===== config.mk =====
export PLATFORM = sky130hd
export DESIGN_NAME = rf_write_arbiter
export DESIGN_NICKNAME = d
export VERILOG_FILES = /design/src/rtl/rf_pkg.sv /design/src/rtl/rr_arbiter.sv /design/src/rtl/rf_write_arbiter.sv
export SDC_FILE = /design/constraint.sdc
export NUM_CORES = 1
export LEC_CHECK = 0
export ABC_AREA = 1
export BUFFER_PORTS_ARGS = -buffer_cell sky130_fd_sc_hd__buf_2
export CAP_MARGIN = 25
export CORE_AREA = 10 10 104 106
export CTS_CLUSTER_SIZE = 30
export DETAILED_ROUTE_END_ITERATION = 10
export DIE_AREA = 0 0 114 116
export PLACE_DENSITY = 0.95
export RECOVER_POWER = 25
export SYNTH_ARGS = -nofsm -noshare
export SYNTH_HDL_FRONTEND = slang
export SYNTH_HIERARCHICAL = 1
export SYNTH_SLANG_ARGS = --single-unit

===== constraint.sdc =====
create_clock -name clk -period 5.15 [get_ports clk]
set_input_delay 0.2575 -clock clk [delete_from_list [all_inputs] [get_ports clk]]
set_output_delay 0.2575 -clock clk [all_outputs]
set_load 0.01 [all_outputs]

===== src/rtl/rf_pkg.sv =====
// Shared register-file types and sizes for the writeback path.
package rf_pkg;
   localparam int ADDR_W = 5;
   localparam int DATA_W = 32;
   localparam int NREG   = 2**ADDR_W;

   typedef logic [ADDR_W-1:0] reg_addr_t;
   typedef logic [DATA_W-1:0] reg_data_t;

   localparam reg_addr_t REG_ZERO = '0;
endpackage


===== src/rtl/rr_arbiter.sv =====
// Combinational round-robin arbiter: first valid requester at or after ptr, wrapping.
module rr_arbiter
   import rf_pkg::*;
#(
   parameter int NREQ = 3,
   parameter int PW   = $clog2(NREQ)
) (
   input  logic [NREQ-1:0] valid,
   input  logic [PW-1:0]   ptr,
   output logic [NREQ-1:0] grant,
   output logic [PW-1:0]   grant_idx,
   output logic            grant_any
);

   always_comb begin
      int idx;
      idx       = 0;
      grant     = '0;
      grant_idx = '0;
      grant_any = 1'b0;
      for (int k = 0; k < NREQ; k++) begin
         idx = (int'(ptr) + k) % NREQ;
         if (!grant_any && valid[idx]) begin
            grant[idx] = 1'b1;
            grant_idx  = PW'(idx);
            grant_any  = 1'b1;
         end
      end
   end

endmodule


===== src/rtl/rf_write_arbiter.sv =====
// Register-file write-port arbiter with pending-write scoreboard.
// Optional RF_BYPASS_EN adds fwd1_data/fwd2_data and clears q_busyN during the matching write cycle.
module rf_write_arbiter
   import rf_pkg::*;
#(
   parameter int NREQ   = 3,
   parameter int DATA_W = rf_pkg::DATA_W,
   parameter int ADDR_W = rf_pkg::ADDR_W
) (
   input  logic                     clk,
   input  logic                     rst_n,
   input  logic [NREQ-1:0]          req_valid,
   output logic [NREQ-1:0]          req_ready,
   input  logic [NREQ*ADDR_W-1:0]   req_addr,
   input  logic [NREQ*DATA_W-1:0]   req_data,
   input  logic                     claim_valid,
   input  logic [ADDR_W-1:0]        claim_addr,
   input  logic [ADDR_W-1:0]        q_addr1,
   input  logic [ADDR_W-1:0]        q_addr2,
   output logic                     q_busy1,
   output logic                     q_busy2,
   output logic                     we3,
   output logic [ADDR_W-1:0]        a3,
   output logic [DATA_W-1:0]        wd3
`ifdef RF_BYPASS_EN
   ,
   output logic [DATA_W-1:0]        fwd1_data,
   output logic [DATA_W-1:0]        fwd2_data
`endif
);

   localparam int PW      = $clog2(NREQ);
   localparam int NUM_REG = 2**ADDR_W;
   localparam logic [ADDR_W-1:0] ZERO_ADDR = ADDR_W'(REG_ZERO);

   logic [PW-1:0]      rr_ptr;
   logic [PW-1:0]      grant_idx;
   logic               grant_any;
   logic [ADDR_W-1:0]  sel_addr;
   logic [DATA_W-1:0]  sel_data;
   logic [NUM_REG-1:0] busy;
   logic [NUM_REG-1:0] busy_next;

   rr_arbiter #(
      .NREQ (NREQ),
      .PW   (PW)
   ) u_arb (
      .valid     (req_valid),
      .ptr       (rr_ptr),
      .grant     (req_ready),
      .grant_idx (grant_idx),
      .grant_any (grant_any)
   );

   assign sel_addr = req_addr[grant_idx*ADDR_W +: ADDR_W];
   assign sel_data = req_data[grant_idx*DATA_W +: DATA_W];

   // r0 is hardwired zero, so its transfers are consumed without raising we3
   always_ff @(posedge clk or negedge rst_n) begin
      if (!rst_n) begin
         we3    <= 1'b0;
         a3     <= '0;
         wd3    <= '0;
         rr_ptr <= '0;
      end else if (grant_any) begin
         we3    <= (sel_addr != ZERO_ADDR);
         a3     <= sel_addr;
         wd3    <= sel_data;
         rr_ptr <= (grant_idx == PW'(NREQ-1)) ? '0 : grant_idx + PW'(1);
      end else begin
         we3    <= 1'b0;
      end
   end

   // A claim landing on the same edge as the retiring write keeps the bit set
   always_comb begin
      busy_next = busy;
      if (we3 && (a3 != ZERO_ADDR))
         busy_next[a3] = 1'b0;
      if (claim_valid && (claim_addr != ZERO_ADDR))
         busy_next[claim_addr] = 1'b1;
   end

   always_ff @(posedge clk or negedge rst_n) begin
      if (!rst_n)
         busy <= '0;
      else
         busy <= busy_next;
   end

`ifdef RF_BYPASS_EN
   logic hit1;
   logic hit2;

   assign hit1      = we3 && (a3 == q_addr1) && (q_addr1 != ZERO_ADDR);
   assign hit2      = we3 && (a3 == q_addr2) && (q_addr2 != ZERO_ADDR);
   assign q_busy1   = busy[q_addr1] & ~hit1;
   assign q_busy2   = busy[q_addr2] & ~hit2;
   assign fwd1_data = wd3;
   assign fwd2_data = wd3;
`else
   assign q_busy1 = busy[q_addr1];
   assign q_busy2 = busy[q_addr2];
`endif

endmodule


==> impl_metrics.prom, run 1 <==
# TYPE chip_impl_metric gauge
chip_impl_metric{name="share_seq_of_total_power",unit="%"} 28.6
chip_impl_metric{name="yosys.cell_types.count",unit=""} 31
chip_impl_info{name="failed_checks",value="max-capacitance violations, max-slew violations"} 1
chip_impl_metric{name="timing.clock.skew",unit="ns"} 0.0108
chip_impl_metric{name="floorplan.die.width",unit="µm"} 114
chip_impl_metric{name="drt-pass1-iter-count",unit=""} 6
chip_impl_metric{name="final_period_minus_worst_setup_slack",unit="ns"} 3.45
chip_impl_metric{name="cts.reportedPaths.clkPinSlew",unit="ns"} 0.08
chip_impl_metric{name="finalWeightedCongestion",unit=""} 0.927
chip_impl_metric{name="groute.usage.overall",unit="%"} 22.4
chip_impl_metric{name="worst_stage_delay_on_the_critical_path",unit="ns"} 2.65
chip_impl_metric{name="power.share.combinational",unit="%"} 58.7
chip_impl_metric{name="number_of_antenna_violations_at_the_first_check_in_global_routing",unit=""} 0
chip_impl_metric{name="detailedPlacementHpwl",unit="mm"} 11.8
chip_impl_info{name="layout.cells.most_common",value="sky130_fd_sc_hd__nand2_1"} 1
chip_impl_metric{name="timing.fmax",unit="GHz"} 0.290
chip_impl_metric{name="totalNegativeSetupSlack",unit="ns"} 0
chip_impl_info{name="crit_path_top_delay_cell",value="sky130_fd_sc_hd__clkbuf_1"} 1
chip_impl_metric{name="cellInternalPower",unit="mW"} 1.98
chip_impl_metric{name="die_height",unit="µm"} 116
chip_impl_info{name="root_buffer",value="sky130_fd_sc_hd__clkbuf_8"} 1
chip_impl_metric{name="cts_max_path_buffers",unit=""} 2
chip_impl_metric{name="final_min_period_over_clock_period",unit="%"} 67.0
chip_impl_info{name="critical_path.startpoint_type",value="input port"} 1
chip_impl_metric{name="syn-mean-instance-area",unit="µm²"} 7.35
chip_impl_metric{name="grt_max_degree",unit=""} 73
chip_impl_info{name="critical_path.top_delay_family",value="buffers and inverters"} 1
chip_impl_info{name="top_reg_cell_synth",value="sky130_fd_sc_hd__dfrtp_1"} 1
chip_impl_metric{name="placeable_core_region",unit="µm²"} 8680
chip_impl_metric{name="htree_num_levels",unit=""} 3
chip_impl_metric{name="routed_wirelength",unit="mm"} 15.3
chip_impl_metric{name="synth-seq-cells",unit=""} 72
chip_impl_metric{name="number_of_placement_rows",unit=""} 34
chip_impl_metric{name="drv_cap",unit=""} 1
chip_impl_metric{name="synth_seq_area_share",unit="%"} 38.7
chip_impl_info{name="setup_repair_after_global_routing_missed_its_margin",value="false"} 1
chip_impl_metric{name="critical_path.max_fanout",unit=""} 72
chip_impl_metric{name="drive_gt1_share",unit="%"} 29.9
chip_impl_metric{name="tightest_slew",unit="ns"} 3.80
chip_impl_metric{name="pwr-share-clk",unit="%"} 12.8
chip_impl_metric{name="sw_frac_of_total",unit="%"} 49.3
chip_impl_metric{name="yosys_warnings",unit=""} 6
chip_impl_metric{name="initial_utilization",unit="%"} 53.6
chip_impl_metric{name="post_drt_wl_per_cell",unit="µm"} 16.9
chip_impl_metric{name="synthCells",unit=""} 633
chip_impl_metric{name="power.ir.vdd_worst",unit="V"} 0.000516
chip_impl_metric{name="die_area",unit="µm²"} 13200
chip_impl_metric{name="synth-edff-count",unit=""} 0
chip_impl_info{name="worstSetupEndpointType",value="async pin"} 1
chip_impl_metric{name="crit_required",unit="ns"} 4.73
chip_impl_info{name="cts_tree",value="yes"} 1
chip_impl_metric{name="antenna_cells",unit=""} 0
chip_impl_metric{name="p_switching",unit="mW"} 1.92
chip_impl_info{name="path_cells",value="buf_2, clkbuf_1"} 1
chip_impl_metric{name="post-route-drc-count",unit=""} 0
chip_impl_metric{name="drt_iter0_markers",unit=""} 446
chip_impl_metric{name="io_pins",unit=""} 175
chip_impl_metric{name="tritoncts.num_buffers",unit=""} 9
chip_impl_metric{name="globalRouteOverflowTotal",unit=""} 0
chip_impl_metric{name="area_delta_synth_final",unit="%"} 22.2
chip_impl_metric{name="fin_nets",unit=""} 926
chip_impl_metric{name="clkSinkCount",unit=""} 72
chip_impl_metric{name="place.port_buffers",unit=""} 174
chip_impl_metric{name="number_of_buffers_inserted_for_hold_repair_after_clock_tree_synthesis",unit=""} 0
chip_impl_metric{name="total_number_of_vias",unit=""} 5118
chip_impl_metric{name="grt_pass1_wl",unit="mm"} 24.4
chip_impl_metric{name="clk-insertion-delay-late",unit="ns"} 0.35
chip_impl_metric{name="power_per_cell_area",unit="nW/µm²"} 687
chip_impl_info{name="holdCritPathClass",value="input port to flip-flop"} 1
chip_impl_metric{name="vias_in_the_first_global_route",unit=""} 5037
chip_impl_metric{name="asyncSetResetFlopFracSynth",unit="%"} 100
chip_impl_metric{name="postCtsSetupRepairBufs",unit=""} 0
chip_impl_metric{name="syn_area",unit="µm²"} 4650
chip_impl_metric{name="hold_viol",unit=""} 0
chip_impl_metric{name="setup-violations-final",unit=""} 0
chip_impl_metric{name="postRouteAntennaNets",unit=""} 0
chip_impl_metric{name="worst_ep_arrival_time",unit="ns"} 3.03
chip_impl_metric{name="total_power_consumption_of_the_routed_design",unit="mW"} 3.90
chip_impl_metric{name="slew_violations",unit=""} 73
chip_impl_metric{name="critPathBufInv",unit=""} 2
chip_impl_info{name="status",value="complete, but fails checks"} 1
chip_impl_metric{name="worst_slew_margin_relative_to_its_limit",unit="%"} -154
chip_impl_info{name="timing_worst_setup_path_type",value="input port to async pin"} 1
chip_impl_metric{name="synth_nets",unit=""} 769
chip_impl_metric{name="cts.repair.resized",unit=""} 0
chip_impl_metric{name="power.static_leakage",unit="nW"} 2.85
chip_impl_metric{name="drt-vias-per-instance",unit=""} 5.67
chip_impl_info{name="layout_common_cells",value="207 x sky130_fd_sc_hd__nand2_1, 174 x sky130_fd_sc_hd__buf_2, 101 x sky130_fd_sc_hd__nand3_1"} 1
==> state kept, by name, indices dropped and copies added (netlist names) <==
signal	cells
wd3	32
busy	32
a3	5
we3	1
rr_ptr	2
==> power groups by stage <==
| stage | clock network [mW] | logic (mW) | registers [mW] |
|---|---|---|---|
| finish | 0.498 | 2.29 | 1.11 |
| global route | 0.526 | 2.56 | 1.15 |
| CTS | 0.499 | 2.28 | 1.11 |
| detailed placement | 0 | 2.28 | 1.11 |
| global placement | 0 | 2.21 | 1.10 |
| floorplan | 0 | 1.71 | 1.12 |
==> worst register-to-register path, cell delays in order, from the launching register on <==
cell	delay (ns)
sky130_fd_sc_hd__dfrtp_1	0.40
sky130_fd_sc_hd__inv_1	0.08
sky130_fd_sc_hd__ha_1	0.42
sky130_fd_sc_hd__inv_2	0.11
sky130_fd_sc_hd__o31ai_4	0.29
sky130_fd_sc_hd__nand3_1	0.14
sky130_fd_sc_hd__nand2_1	0.32
sky130_fd_sc_hd__inv_2	0.33
sky130_fd_sc_hd__nor2_4	0.72
sky130_fd_sc_hd__nand2_1	0.11
sky130_fd_sc_hd__nand2_1	0.09
sky130_fd_sc_hd__a21oi_1	0.05
sky130_fd_sc_hd__nand3_1	0.12
sky130_fd_sc_hd__nor2_1	0.04
sky130_fd_sc_hd__nor2_1	0.10
==> layout make-up <==
cell class,instances,area (µm²)
well taps,108,135
flip-flops and latches,72,1800
clock inverters,6,82.6
multi-input cells,484,2450
fillers,751,2990
repair buffers,177,890
clock buffers,10,138
inverters,46,183
==> kinds of logic (layout without fill, tap and decap cells) <==
family                   after synthesis  count (layout)  synth area share (%)
AND/OR/NAND/NOR                      351             351                  32.7
buffers and inverters                 77             239                  8.47
adder cells (fa/ha/maj)                4               4                  1.08
AO/OA/AOI/OAI                        129             129                  19.0
flip-flops                            72              72                  38.7
==> worst paths after layout <==
check | from | endpoint | slack (ns) | cells after the start
max | rst_n | busy[20] | 1.70 | 2
min | req_data[13] | wd3[13] | 0.17 | 3
max reg2reg | rr_ptr[0] | we3 | 1.75 | 14
min reg2reg | busy[0] | busy[0] | 0.41 | 0
max in group clk | rr_ptr[0] | we3 | 1.75 | 14
min in group asynchronous | rst_n | wd3[11] | 1.30 | 2
==> synthesized netlist by cell type (all sizes together) (4+ instances only) <==
library cell	count	area, µm²
nand2	216	868
nand3	102	515
o21ai	75	409
dfrtp	72	1800
inv	45	179
nor2	31	126
buf	26	193
a41oi	23	277
a21oi	22	110
o31ai	8	73.8
clkbuf	5	18.8
ha	4	50.1
==> through the flow <==
stage,hold WS (ns),area [µm²],utilization (%),worst slack [ns],std cells
2_1_floorplan,-0.0381,4650,-,3.00,633
3_3_place_gp,0.400,5470,63.0,1.93,887
3_5_place_dp,0.401,5470,63.0,1.84,887
4_1_cts,0.146,5690,65.5,1.77,903
5_1_grt,0.177,5680,65.5,0.949,903
6_report,0.170,5680,65.5,1.70,903
==> per-layer routing <==
metal  vias up  track usage [%]  wire length, µm
li1       2445                -                -
met1      2328             26.1             5870
met2       304             37.9             7530
met3        41             6.30             1380
met4         0             9.44              487
met5         -                0                0
Power figures use the tool's default switching activity.
==> run 2: changes to the inputs <==
- ABC_AREA: 1 -> 0
- CORE_AREA: 10 10 104 106 -> 10 10 106 108
- DIE_AREA: 0 0 114 116 -> 0 0 116 118
- PLACE_DENSITY: 0.95 -> 0.89
- clock period: 5.15 -> 3.2 ns (I/O delays scaled with it)
==> run 2 against run 1 <==
  * First-iteration DRC count shrank 28%
  * Clock skew shrank 0.0036 ns
  * Highest routed layer unchanged
  * Critical path type is now flip-flop to flip-flop
  * Via count shrank 10%
  * Count of clock-buffer cells in the layout shrank 1
  * Wire length shrank 2.9%
  * Clock power grew 60%
  * Critical endpoint is now wd3[25]
  * Largest cell class unchanged
  * Global-route usage shrank 1.2 points
  * The flow now finishes without violations
  * Sequential share of layout area grew 0.69 points
  * Combinational power grew 28%
==> impl_metrics.prom, run 2 <==
# TYPE chip_impl_metric gauge
chip_impl_metric{name="finalWorstSetupSlack",unit="ns"} 0.274
chip_impl_metric{name="synth-seq-cells",unit=""} 72
chip_impl_info{name="r2r-end",value="wd3[25]"} 1
chip_impl_metric{name="globalRouteOverflowTotal",unit=""} 0
chip_impl_info{name="critical_path.startpoint_type",value="flip-flop"} 1
chip_impl_metric{name="post_drt_wl_per_cell",unit="µm"} 18.9
chip_impl_info{name="status",value="complete, no violations"} 1
chip_impl_metric{name="fin_nets",unit=""} 802
chip_impl_metric{name="total_power_consumption_of_the_routed_design",unit="mW"} 5.53
chip_impl_metric{name="place.port_buffers",unit=""} 174
chip_impl_metric{name="drv_cap",unit=""} 0
chip_impl_metric{name="cts.reportedPaths.clkPinSlew",unit="ns"} 0.08
chip_impl_metric{name="grt_pass1_wl",unit="mm"} 23.7
chip_impl_metric{name="worst_slew_margin_relative_to_its_limit",unit="%"} 8.90
chip_impl_info{name="synth.cells.most_frequent",value="78 x sky130_fd_sc_hd__o21ai_0, 72 x sky130_fd_sc_hd__dfrtp_1, 65 x sky130_fd_sc_hd__nor2_1"} 1
chip_impl_metric{name="io_pins",unit=""} 175
chip_impl_metric{name="syn-mean-instance-area",unit="µm²"} 8.90
chip_impl_metric{name="dp_cells",unit=""} 765
chip_impl_metric{name="groute.usage.overall",unit="%"} 21.2
chip_impl_info{name="holdCritPathClass",value="input port to flip-flop"} 1
chip_impl_metric{name="synthDominantCellAreaShare",unit="%"} 40.3
chip_impl_metric{name="critical_path.max_fanout",unit=""} 22
chip_impl_metric{name="routed_wirelength",unit="mm"} 14.8
chip_impl_metric{name="worst_ep_arrival_time",unit="ns"} 3.19
chip_impl_metric{name="die_height",unit="µm"} 118
chip_impl_metric{name="crit_required",unit="ns"} 3.46
chip_impl_metric{name="post-route-drc-count",unit=""} 0
chip_impl_metric{name="antenna_cells",unit=""} 0
chip_impl_metric{name="clkSinkCount",unit=""} 72
chip_impl_info{name="layout.cells.most_common",value="sky130_fd_sc_hd__buf_2"} 1
chip_impl_metric{name="postCtsSetupRepairBufs",unit=""} 0
chip_impl_metric{name="utilization",unit="%"} 61.1
chip_impl_metric{name="initial_utilization",unit="%"} 49.1
chip_impl_info{name="layout_common_cells",value="150 x sky130_fd_sc_hd__buf_2, 78 x sky130_fd_sc_hd__o21ai_0, 72 x sky130_fd_sc_hd__dfrtp_1"} 1
chip_impl_metric{name="tightest_slew",unit="ns"} 1.37
chip_impl_metric{name="reg2regPathDepth",unit=""} 9
chip_impl_info{name="timing.critical_path.from",value="rr_ptr[1]"} 1
chip_impl_metric{name="synthCells",unit=""} 502
chip_impl_metric{name="totalNegativeSetupSlack",unit="ns"} 0
chip_impl_metric{name="synth-edff-count",unit=""} 0
chip_impl_info{name="critical_path.endpoint",value="wd3[25]"} 1
chip_impl_metric{name="hold_viol",unit=""} 0
chip_impl_metric{name="number_of_antenna_violations_at_the_first_check_in_global_routing",unit=""} 0
chip_impl_metric{name="finalWeightedCongestion",unit=""} 0.947
chip_impl_metric{name="min_delay_path_depth",unit=""} 3
chip_impl_metric{name="floorplan.die.width",unit="µm"} 116
chip_impl_metric{name="worst_stage_delay_on_the_critical_path",unit="ns"} 0.50
chip_impl_metric{name="area_delta_synth_final",unit="%"} 24.5
chip_impl_metric{name="final_cells",unit=""} 782
chip_impl_metric{name="syn_area",unit="µm²"} 4470
chip_impl_metric{name="power.static_leakage",unit="nW"} 2.53
chip_impl_metric{name="die_area",unit="µm²"} 13700
chip_impl_metric{name="asyncSetResetFlopFracSynth",unit="%"} 100
chip_impl_metric{name="power_per_cell_area",unit="nW/µm²"} 994
chip_impl_info{name="yosys-top-cells-area",value="sky130_fd_sc_hd__dfrtp_1 40%, sky130_fd_sc_hd__mux2i_1 13%, sky130_fd_sc_hd__o21ai_0 8.7%"} 1
chip_impl_metric{name="pre_cts_ws",unit="ns"} 0.164
chip_impl_metric{name="timing.clock.skew",unit="ns"} 0.00723
chip_impl_metric{name="detailedPlacementHpwl",unit="mm"} 11.6
chip_impl_metric{name="critPathBufInv",unit=""} 2
chip_impl_metric{name="vias_in_the_first_global_route",unit=""} 4808
chip_impl_info{name="post-synth-top-count-cell",value="sky130_fd_sc_hd__o21ai_0"} 1
chip_impl_info{name="reg.largest.list",value="busy (32), wd3 (32), a3 (5)"} 1
chip_impl_metric{name="synth_nets",unit=""} 638
chip_impl_metric{name="placeable_core_region",unit="µm²"} 9110
chip_impl_info{name="cell_type_with_the_highest_aggregate_area_in_the_netlist",value="sky130_fd_sc_hd__dfrtp_1"} 1
chip_impl_metric{name="power.ir.vdd_worst",unit="V"} 0.000635
chip_impl_metric{name="number_of_cells_on_the_critical_path",unit=""} 9
chip_impl_metric{name="synth_seq_area_share",unit="%"} 40.3
chip_impl_metric{name="postRouteAntennaNets",unit=""} 0
chip_impl_metric{name="tritoncts.num_buffers",unit=""} 9
chip_impl_metric{name="minimum_hold_slack",unit="ns"} 0.0151
chip_impl_info{name="worstSetupEndpointType",value="flip-flop"} 1
chip_impl_metric{name="final_period_minus_worst_setup_slack",unit="ns"} 2.93
chip_impl_info{name="cts_tree",value="yes"} 1
chip_impl_info{name="setup_repair_after_global_routing_missed_its_margin",value="false"} 1
chip_impl_info{name="critical_path.top_delay_family",value="compound AO/OA/AOI/OAI gates"} 1
chip_impl_metric{name="final_min_period_over_clock_period",unit="%"} 91.4
chip_impl_metric{name="slew_violations",unit=""} 0
chip_impl_metric{name="number_of_placement_rows",unit=""} 35
chip_impl_metric{name="yosys_warnings",unit=""} 6
chip_impl_metric{name="finalInstanceArea",unit="µm²"} 5560
chip_impl_metric{name="yosys.cell_types.count",unit=""} 48
chip_impl_metric{name="setup-violations-final",unit=""} 0
chip_impl_metric{name="placedInstanceArea",unit="µm²"} 5360
chip_impl_info{name="ff_to_ff_start",value="rr_ptr[1]"} 1
chip_impl_info{name="root_buffer",value="sky130_fd_sc_hd__clkbuf_8"} 1
chip_impl_metric{name="cts_max_path_buffers",unit=""} 2
chip_impl_info{name="timing_worst_setup_path_type",value="flip-flop to flip-flop"} 1
chip_impl_metric{name="drt-pass1-iter-count",unit=""} 5
chip_impl_info{name="path_cells",value="inv_1, ha_1, nand2b_1, o32a_1, a21oi_2, nor2b_4, buf_12, a221oi_1, o21ai_0"} 1
chip_impl_metric{name="htree_num_levels",unit=""} 3
chip_impl_metric{name="timing.fmax",unit="GHz"} 0.342
chip_impl_info{name="crit_path_top_delay_cell",value="sky130_fd_sc_hd__nor2b_4"} 1
chip_impl_info{name="top_reg_cell_synth",value="sky130_fd_sc_hd__dfrtp_1"} 1
chip_impl_metric{name="final.fill_count",unit=""} 785
chip_impl_metric{name="drive_gt1_share",unit="%"} 28.5
chip_impl_metric{name="drt_iter0_markers",unit=""} 319
chip_impl_metric{name="r2r_slack",unit="ns"} 0.27
chip_impl_metric{name="drt-vias-per-instance",unit=""} 5.86
chip_impl_metric{name="total_number_of_vias",unit=""} 4586
chip_impl_metric{name="grt_max_degree",unit=""} 60
chip_impl_metric{name="clk-insertion-delay-late",unit="ns"} 0.35
run 2: worst min-delay path by stage:
| stage | start | to | slack [ns] |
|---|---|---|---|
| 2_1_floorplan | rst_n | a3[0] | -0.14 |
| 3_3_place_gp | rst_n | wd3[1] | 0.18 |
| 3_5_place_dp | rst_n | wd3[1] | 0.19 |
| 4_1_cts | req_data[6] | wd3[6] | 0.006 |
| 5_1_grt | req_data[6] | wd3[6] | 0.02 |
| 6_report | req_data[6] | wd3[6] | 0.02 |
run 2: logic make-up after synthesis:
| logic type | synth area share [%] |
|---|---|
| AO/OA/AOI/OAI | 21.9 |
| adder cells (fa/ha/maj) | 1.12 |
| buffers and inverters | 5.29 |
| flip-flops | 40.3 |
| multiplexers | 15.3 |
| AND/OR/NAND/NOR | 16.2 |
run 2: timing repair:
action / 4_1_cts / 5_1_grt
resized for setup: 0 / 1
hold buffers: 1 / 0
hold endpoints to repair: 22 / 0
setup endpoints to repair: 0 / 12
run 2: report_power, final:
group          internal [mW]  switching (mW)
registers               1.39           0.413
clock network          0.438           0.357
logic                   1.20            1.73
run 2: cell type report:
| cell class | instances | area [µm²] | share of cell area, % |
|---|---|---|---|
| Multi-Input combinational cell | 394 | 2460 | 44.2 |
| Sequential cell | 72 | 1800 | 32.4 |
| Timing Repair Buffer | 183 | 923 | 16.6 |
| Tap cell | 111 | 139 | 2.50 |
| Clock buffer | 9 | 124 | 2.23 |
| Clock inverter | 7 | 96.3 | 1.73 |
| Inverter | 6 | 22.5 | 0.405 |
run 2: tightest hold or removal path: stages:
cell and delay [ns]:
sky130_fd_sc_hd__buf_2 0.07, sky130_fd_sc_hd__nand2_1 0.03, sky130_fd_sc_hd__o21ai_0 0.06
run 2: routing by layer:
| layer | GRT usage [%] | vias up | wire [µm] |
|---|---|---|---|
| met5 | 0 | - | 0 |
| met4 | 8.92 | 0 | 398 |
| met3 | 7.03 | 32 | 1500 |
| met2 | 35.8 | 254 | 7340 |
| met1 | 23.5 | 2152 | 5570 |
| li1 | - | 2148 | - |
